==> config.mk <==
export PLATFORM = sky130hd
export DESIGN_NAME = seed_random_1_card_dealer
export DESIGN_NICKNAME = d
export VERILOG_FILES = /design/src/rtl/seed_random_1_card_dealer.sv
export SDC_FILE = /design/constraint.sdc
export NUM_CORES = 1
export LEC_CHECK = 0
export CAP_MARGIN = 20
export CORE_MARGIN = 2
export CORE_UTILIZATION = 52
export DETAILED_ROUTE_END_ITERATION = 8
export PLACE_DENSITY = 0.88
export SETUP_SLACK_MARGIN = 0.02
export SYNTH_ARGS = -nofsm -noshare
export SYNTH_HDL_FRONTEND = slang
export SYNTH_SLANG_ARGS = --single-unit
==> constraint.sdc <==
create_clock -name clk_dp_i -period 7.55 [get_ports clk_dp_i]
set_input_delay 1.8875 -clock clk_dp_i [delete_from_list [all_inputs] [get_ports clk_dp_i]]
set_output_delay 1.8875 -clock clk_dp_i [all_outputs]
set_load 0.03 [all_outputs]
==> src/rtl/seed_random_1_card_dealer.sv <==
// seed_random_1_card_dealer
// Samples the free-running seed counter on a card request, reduces it modulo
// the deck size by repeated subtraction, then probes forward past dealt cards
// and presents a unique rank/suit pair with a one-cycle valid pulse.
// Optional feature macro: SEED_RANDOM_DECK_TRACK_EN enables the dealt-card
// bitmap, probing past dealt cards and deck counting. Without it, every deal
// is taken on the first PROBE cycle and cards may repeat.
module seed_random_1_card_dealer #(
  parameter int DECK_SIZE = 52,
  parameter int RANKS     = 13
) (
  input  logic       clk_dp_i,
  input  logic       rst_dp_i,
  input  logic [7:0] seed_i,
  input  logic       req_card_i,
  input  logic       shuffle_i,
  output logic       card_valid_o,
  output logic [3:0] rank_o,
  output logic [1:0] suit_o,
  output logic       busy_o,
  output logic [5:0] cards_left_o,
  output logic       deck_empty_o,
  output logic       empty_err_o
);

  typedef enum logic [1:0] {IDLE, REDUCE, PROBE} state_t;

  state_t     state_q, state_d;
  logic [7:0] idx_q, idx_d;
  logic       card_valid_q, card_valid_d;
  logic [3:0] rank_q, rank_d;
  logic [1:0] suit_q, suit_d;
  logic       busy_q;

  // Suit is the quarter of the deck the index falls in.
  function automatic logic [1:0] suit_of(input logic [5:0] i);
    if (i >= 6'(3 * RANKS)) return 2'd3;
    if (i >= 6'(2 * RANKS)) return 2'd2;
    if (i >= 6'(RANKS))     return 2'd1;
    return 2'd0;
  endfunction

  // Rank is the position within the suit, counted from 1.
  function automatic logic [3:0] rank_of(input logic [5:0] i);
    logic [5:0] r;
    r = i - 6'(int'(suit_of(i)) * RANKS) + 6'd1;
    return r[3:0];
  endfunction

`ifdef SEED_RANDOM_DECK_TRACK_EN
  logic [DECK_SIZE-1:0] used_q, used_d;
  logic [5:0]           cards_left_q, cards_left_d;
  logic                 empty_err_q, empty_err_d;
`endif

  // Next-state and datapath decisions for the deal sequence.
  always_comb begin
    state_d      = state_q;
    idx_d        = idx_q;
    card_valid_d = 1'b0;
    rank_d       = rank_q;
    suit_d       = suit_q;
`ifdef SEED_RANDOM_DECK_TRACK_EN
    used_d       = used_q;
    cards_left_d = cards_left_q;
    empty_err_d  = 1'b0;
`endif
    if (shuffle_i) begin
      // Shuffle wins in every state and abandons any deal in flight.
      state_d = IDLE;
`ifdef SEED_RANDOM_DECK_TRACK_EN
      used_d       = '0;
      cards_left_d = 6'(DECK_SIZE);
`endif
    end else begin
      case (state_q)
        IDLE: begin
          if (req_card_i) begin
`ifdef SEED_RANDOM_DECK_TRACK_EN
            if (cards_left_q == 6'd0) begin
              empty_err_d = 1'b1;
            end else begin
              idx_d   = seed_i;
              state_d = REDUCE;
            end
`else
            idx_d   = seed_i;
            state_d = REDUCE;
`endif
          end
        end
        REDUCE: begin
          if (idx_q >= 8'(DECK_SIZE)) idx_d = idx_q - 8'(DECK_SIZE);
          else                        state_d = PROBE;
        end
        PROBE: begin
`ifdef SEED_RANDOM_DECK_TRACK_EN
          if (used_q[idx_q[5:0]]) begin
            idx_d = (idx_q == 8'(DECK_SIZE - 1)) ? 8'd0 : idx_q + 8'd1;
          end else begin
            used_d[idx_q[5:0]] = 1'b1;
            cards_left_d       = cards_left_q - 6'd1;
            rank_d             = rank_of(idx_q[5:0]);
            suit_d             = suit_of(idx_q[5:0]);
            card_valid_d       = 1'b1;
            state_d            = IDLE;
          end
`else
          rank_d       = rank_of(idx_q[5:0]);
          suit_d       = suit_of(idx_q[5:0]);
          card_valid_d = 1'b1;
          state_d      = IDLE;
`endif
        end
        default: state_d = IDLE;
      endcase
    end
  end

  // State, index and output registers; reset forces everything at once.
  always_ff @(posedge clk_dp_i or negedge rst_dp_i) begin
    if (!rst_dp_i) begin
      state_q      <= IDLE;
      idx_q        <= 8'd0;
      card_valid_q <= 1'b0;
      rank_q       <= 4'd0;
      suit_q       <= 2'd0;
      busy_q       <= 1'b0;
    end else begin
      state_q      <= state_d;
      idx_q        <= idx_d;
      card_valid_q <= card_valid_d;
      rank_q       <= rank_d;
      suit_q       <= suit_d;
      busy_q       <= (state_d != IDLE);
    end
  end

`ifdef SEED_RANDOM_DECK_TRACK_EN
  // Dealt-card bitmap and deck bookkeeping.
  always_ff @(posedge clk_dp_i or negedge rst_dp_i) begin
    if (!rst_dp_i) begin
      used_q       <= '0;
      cards_left_q <= 6'(DECK_SIZE);
      empty_err_q  <= 1'b0;
    end else begin
      used_q       <= used_d;
      cards_left_q <= cards_left_d;
      empty_err_q  <= empty_err_d;
    end
  end

  assign cards_left_o = cards_left_q;
  assign deck_empty_o = (cards_left_q == 6'd0);
  assign empty_err_o  = empty_err_q;
`else
  assign cards_left_o = 6'(DECK_SIZE);
  assign deck_empty_o = 1'b0;
  assign empty_err_o  = 1'b0;
`endif

  assign card_valid_o = card_valid_q;
  assign rank_o       = rank_q;
  assign suit_o       = suit_q;
  assign busy_o       = busy_q;

endmodule
After elaboration in Yosys (flattened, before gate mapping)

Cells that the tools add are included.

Flip-flop bits (word level): 18
Input port bits: 12
Output and inout bits: 16
Word-level logic and storage cells: 53

Add/subtract/negate cells: 3
$mul: 1
Order comparisons: 4
Eq/ne operators: 4
Muxes and demuxes: 29
Bitwise operators: 1
Reduce and logical (&&, ||, !) cells: 5

Operators with widths:

| operator                                                                             | count |
|---|---|
| 2-bit 2-to-1 mux                                                                     | 11 |
| 8-bit 2-to-1 mux                                                                     | 2 |
| 8-bit case mux with 2 select lines                                                   | 1 |
| 1-bit 2-to-1 mux                                                                     | 14 |
| 8-bit by 6-bit greater-or-equal comparator with 1-bit output (second input constant) | 1 |
| 8-bit by 6-bit subtractor with 8-bit output (second input constant)                  | 1 |
| 6-bit by 4-bit greater-or-equal comparator with 1-bit output (second input constant) | 1 |
| 6-bit by 5-bit greater-or-equal comparator with 1-bit output (second input constant) | 1 |
| 6-bit greater-or-equal comparator (second input constant)                            | 1 |
| 4-bit by 1-bit adder with 4-bit output (second input constant)                       | 1 |
| 2-bit by 4-bit multiplier with 4-bit output (second input constant)                  | 1 |
| 2-bit inequality test (second input constant)                                        | 2 |
| 2-bit case mux with 2 select lines                                                   | 1 |
| 4-bit AND reduction                                                                  | 1 |
| 2-bit nonzero test                                                                   | 2 |
| 4-bit subtractor                                                                     | 1 |
| 2-bit by 1-bit == test with 1-bit output (second input constant)                     | 1 |
| 2-bit == test (second input constant)                                                | 1 |
| 2-bit logical NOT                                                                    | 1 |
| 2-bit AND reduction                                                                  | 1 |
| 1-bit inverter                                                                       | 1 |

Logic depth before layout (Yosys ltp)

Depth in word-level cells: 19
Depth in mapped cells: 13
Mapped depth without buffers: 13

Worst setup path after synthesis

Ideal clock, no wire load.

Kind: input port to flip-flop
Start point: in shuffle_i
End point: reg rank_q[1], in the netlist rank_o[1]
Library setup time: 125 ps
Arrival: 2710 ps
Data required time: 7425 ps
Setup slack: 4716 ps
Stages on the path: 3
Buffers on the path: 1
Path through: nor3b_1 -> clkbuf_1 -> mux2_2

Cells in the longest elaborated chain, start to end: 2

Ends and longest elaborated chain:

| item                                 | line | text |
|---|---|---|
| start: declaration                   | 16   | `input logic shuffle_i,` |
| 1-bit inverter (no source line)      | -    |  |
| 2-bit AND reduction (no source line) | -    |  |
| end signal: assignment               | 133  | `rank_q <= rank_d;` |
| end: declaration                     | 31   | `logic [3:0] rank_q, rank_d;` |

Every way passes these cells.
A chain may end at the register's enable or synchronous reset.

Worst setup path after layout

Start point: in shuffle_i
End point: reg idx_q[2]

Cells in the longest elaborated chain, start to end: 2

Ends and longest elaborated chain:

| item                                 | line | text |
|---|---|---|
| 1-bit inverter (no source line)      | -    |  |
| 4-bit AND reduction (no source line) | -    |  |
| end signal: assignment               | 131  | `idx_q <= idx_d;` |
| end: declaration                     | 29   | `logic [7:0] idx_q, idx_d;` |

Every way passes these cells.

==> results <==
- The tightest slew margin relative to the limit is 47.23%.
- In the final layout, the share of cells above drive strength 1 is 8.397%.
- In this run the standard cell core region covers 2002 um^2.
- The total negative slack for setup checks is 0 ns.
- The routed wire length per instance is 12.15 um.
- The post-layout utilization of the core is 66.13%.
- The number of max-capacitance violations reported is 0.
- With fillers left out, the area of the finished cells amounts to 1324 um^2.
- The path class of the tightest hold or removal check is flip-flop to flip-flop.
- The worst-path maximum fanout is 13.
- Buffers added to address setup during post-CTS repair amount to 0.
- Input and output buffers added on the ports amount to 19.
- In this design, the stage delay of the slowest critical-path cell is 0.54 ns.
- The count of distinct cell types in the synthesized netlist is 38.
- The count of endpoints failing hold in the final timing report is 0.
- The mapped netlist covers 1126 um^2.
- The busiest layer in global routing is met2.
- The count of boundary I/O pins is 28.
- The row count is 16.
- The sum of buffers and inverters on the critical path is 1.
- After detailed routing, the number of remaining DRC violations is 0.
- The starting utilization of the core area is 56.25%.
- The number of synthesis warnings is 0.
- The achievable clock frequency is 306.6 MHz.
- The die boundary height is 50.54 um.
- The number of global-route vias before repair came to 817.
- In this run the static leakage power is 0.5971 nW.
- The via count of the routed design is 816.
- The worst-case setup slack after placement is 3.749 ns.
- Once detailed placement completed, the half-perimeter wirelength came to 1.502 mm.
- The post-route minimum period is 3.261 ns.
- Global routing used 19.42% of the available met1 tracks.
- Walking the worst path, the cells encountered are clkdlybuf4s50_1, nor3_1, a21boi_2, nand3_1, o211ai_2.
- Sequential elements use 40.00% of the synthesized area.
- Sorting the synthesized cells by area gives the leading types as dfrtp_1 (40%), ha_1 (7.8%), buf_4 (5.3%).
- The fraction of post-synthesis cell area in the top cell type by area is 40.00%.
- Dividing the detail-routed via count by the number of cells gives 5.165.
- The final number of max-transition violations is 0.
- The worst ir drop on vdd is 257.8 uV.
- The global-route met3 utilization is 1.786%.
- After clock tree synthesis, the repair step resized 0 gates.
- In the global route stage, met2 resource usage came out at 34.21%.
- The total overflow left after global routing is 0.
- Counting flops and latches in the post-synthesis netlist gives 18.
- The die covers 2554 um^2.
- Of the post-synthesis cell area, the part taken by muxes is 3.889%.
- The cell count after synthesis came out at 113.
- The dominant combinational cell family by area after synthesis is compound AO/OA/AOI/OAI gates.
- In this run the number of H-tree levels came out at 1.
- The element type at the critical path end is a flip-flop.
- Of the total synthesized cell area, the portion taken by XOR and XNOR cells is 3.889%.
- Setup repair after global routing left no endpoint under its margin.
- The final hold slack is 0.5184 ns.
- Global routing consumed, over all layers together, 17.83% of the routing resources.
- No sink is reached through more buffers than the 2 on the longest clock path.
- After Yosys synthesis, full adders, half adders and majority gates account for 9.556% of the synthesized area.
- After filler insertion, the fill cell instance count of the layout stands at 170.
- Clock latency on the worst-skew pair, taken at its later pin, is 0.28 ns.
- At the pin with the least slew margin, the transition time is 0.7891 ns.
- The slowest library cell on the worst path is a21boi_2.
- The last weighted congestion value of the routability-driven placer is 0.7772.
- The initial antenna violation count is 0.
- The TritonCTS clock tree is done.
- The flow ran to the end, and the final reports show no timing, DRC or antenna violations.
- In the layout the commonest cells are clkdlybuf4s50_1 (19), dfrtp_1 (18), nand2_1 (9), a21oi_1 (9).
- The worst setup path is of the input port to flip-flop kind.
- The top cell type by total area after synthesis is dfrtp_1.
- Setup slack closes at 4.289 ns.
- The most common cell after layout, fill and taps aside is clkdlybuf4s50_1.
- The antenna violation net count after detailed routing is 0.
- In this run, the number of DRC markers left after iteration 0 of detailed routing was 7.
- The post-cts hold buffer count is 0.
- The data arrival time of the worst path is 3.47 ns.
- For this design, the sink count on the clock tree is 18.
- The first global-routing pass estimated 3.381 mm of wire.
- STA classifies the critical path startpoint as an input port.
- The simple-gate share of the synthesized area is 12.11%.
- The growth of design area from synthesis to finish is 17.56%.
- The synthesized netlist devotes 19.22% of its cell area to compound gates.
- The worst path required time is 7.76 ns.
- The kind of cell with the highest combined delay along the critical path is compound AO/OA/AOI/OAI gates.
- The number of optimization iterations in the first detailed-route pass is 4.
- The post-placement cell area is 1282 um^2.
- Clock-pin slew was measured on the worst setup and hold paths at 0.10 ns.
- The largest net degree at the start of global routing is 19.
- The antenna diode count is 0.
- The total number of nets in the final design is 152.
- The cell at the root of the clock tree is clkbuf_4.
- Between clock sinks in the finished design, the worst skew comes to 0.002187 ns.
- Wires add up to 1.919 mm.
- The total power per unit cell area is 429.2 nW/um^2.
- The final-report setup violation count is 0.
- The width of the die is 50.54 um.
- The average instance area after synthesis is 9.965 um^2.
- The ratio of final minimum period to clock period is 43.20%.
- Counting the buffers created by CTS gives 3.
-- kinds of logic (layout without fill, tap and decap cells) --
family,after synthesis,count (layout)
XOR/XNOR,5,5
buffers and inverters,20,32
adder cells (fa/ha/maj),8,8
multiplexers,4,4
other,2,8
AO/OA/AOI/OAI,29,29
flip-flops,18,18
AND/OR/NAND/NOR,27,27
-- layout make-up --
cell class	count	area (um^2)	share of cell area, %
sequential	18	450.4	34.03
tap	27	33.78	2.552
timing repair buffer	20	195.2	14.74
inverter	8	30.03	2.268
clock buffer	4	36.28	2.741
multi-input combinational	81	578.1	43.67
-- cell usage after synthesis --
library cell  number
xnor2_1            4
o31ai_1            1
nand2b_1           1
dfrtp_1           18
nand3_1            2
a31oi_1            1
ha_1               7
nor2_1             7
xor2_1             1
o22ai_1            3
and4b_1            1
mux2i_1            1
nor2b_1            1
fa_1               1
o211ai_1           1
a311o_1            1
a21oi_1            9
a21o_1             3
a22o_1             2
buf_6              2
mux2_2             3
o21ai_0            2
nor3b_1            2
nor4b_1            1
buf_1              1
o211ai_2           1
and3b_1            1
o21ai_1            1
clkbuf_1           1
a2111oi_4          1
conb_1             2
buf_4              8
a21boi_2           1
nor3_1             1
nand2_1            9
and2_1             1
o21a_1             2
inv_1              8
-- sequential cells by signal, indices dropped and copies added (netlist names) --
signal        cells
busy_o            1
suit_o            2
rank_o            4
idx_q             8
card_valid_o      1
state_q           2
-- per-stage QoR --
stage          power [mW]  cells
4_1_cts            0.5770    157
6_report           0.5682    158
2_1_floorplan      0.4346    119
3_3_place_gp       0.4947    153
3_5_place_dp       0.5159    153
5_1_grt            0.6232    158
-- routing by layer --
metal	share of wire, %	wire (um)
met5	0	0
met4	0.99	19
met3	3.8	72
met2	54	1039
met1	41	787
-- power breakdown --
part | leakage (nW) | internal, mW | switching [mW]
Combinational | 0.356 | 0.158 | 0.179
Sequential | 0.220 | 0.133 | 0.0410
Clock | 0.0210 | 0.0293 | 0.0280
-- path summary, 6_finish.rpt --
| check | depth (start not counted) | startpoint | slack (ns) | to |
|---|---|---|---|---|
| setup / recovery | 5 | shuffle_i | 4.29 | idx_q[2] |
| hold / removal | 1 | rank_o[1] | 0.52 | rank_o[1] |
| setup reg to reg | 13 | idx_q[3] | 4.58 | rank_o[3] |
| hold reg to reg | 1 | rank_o[1] | 0.52 | rank_o[1] |
| max in group asynchronous | 1 | rst_dp_i | 5.01 | idx_q[6] |
| min in group asynchronous | 1 | rst_dp_i | 2.05 | rank_o[1] |
Power figures use the tool's default switching activity.
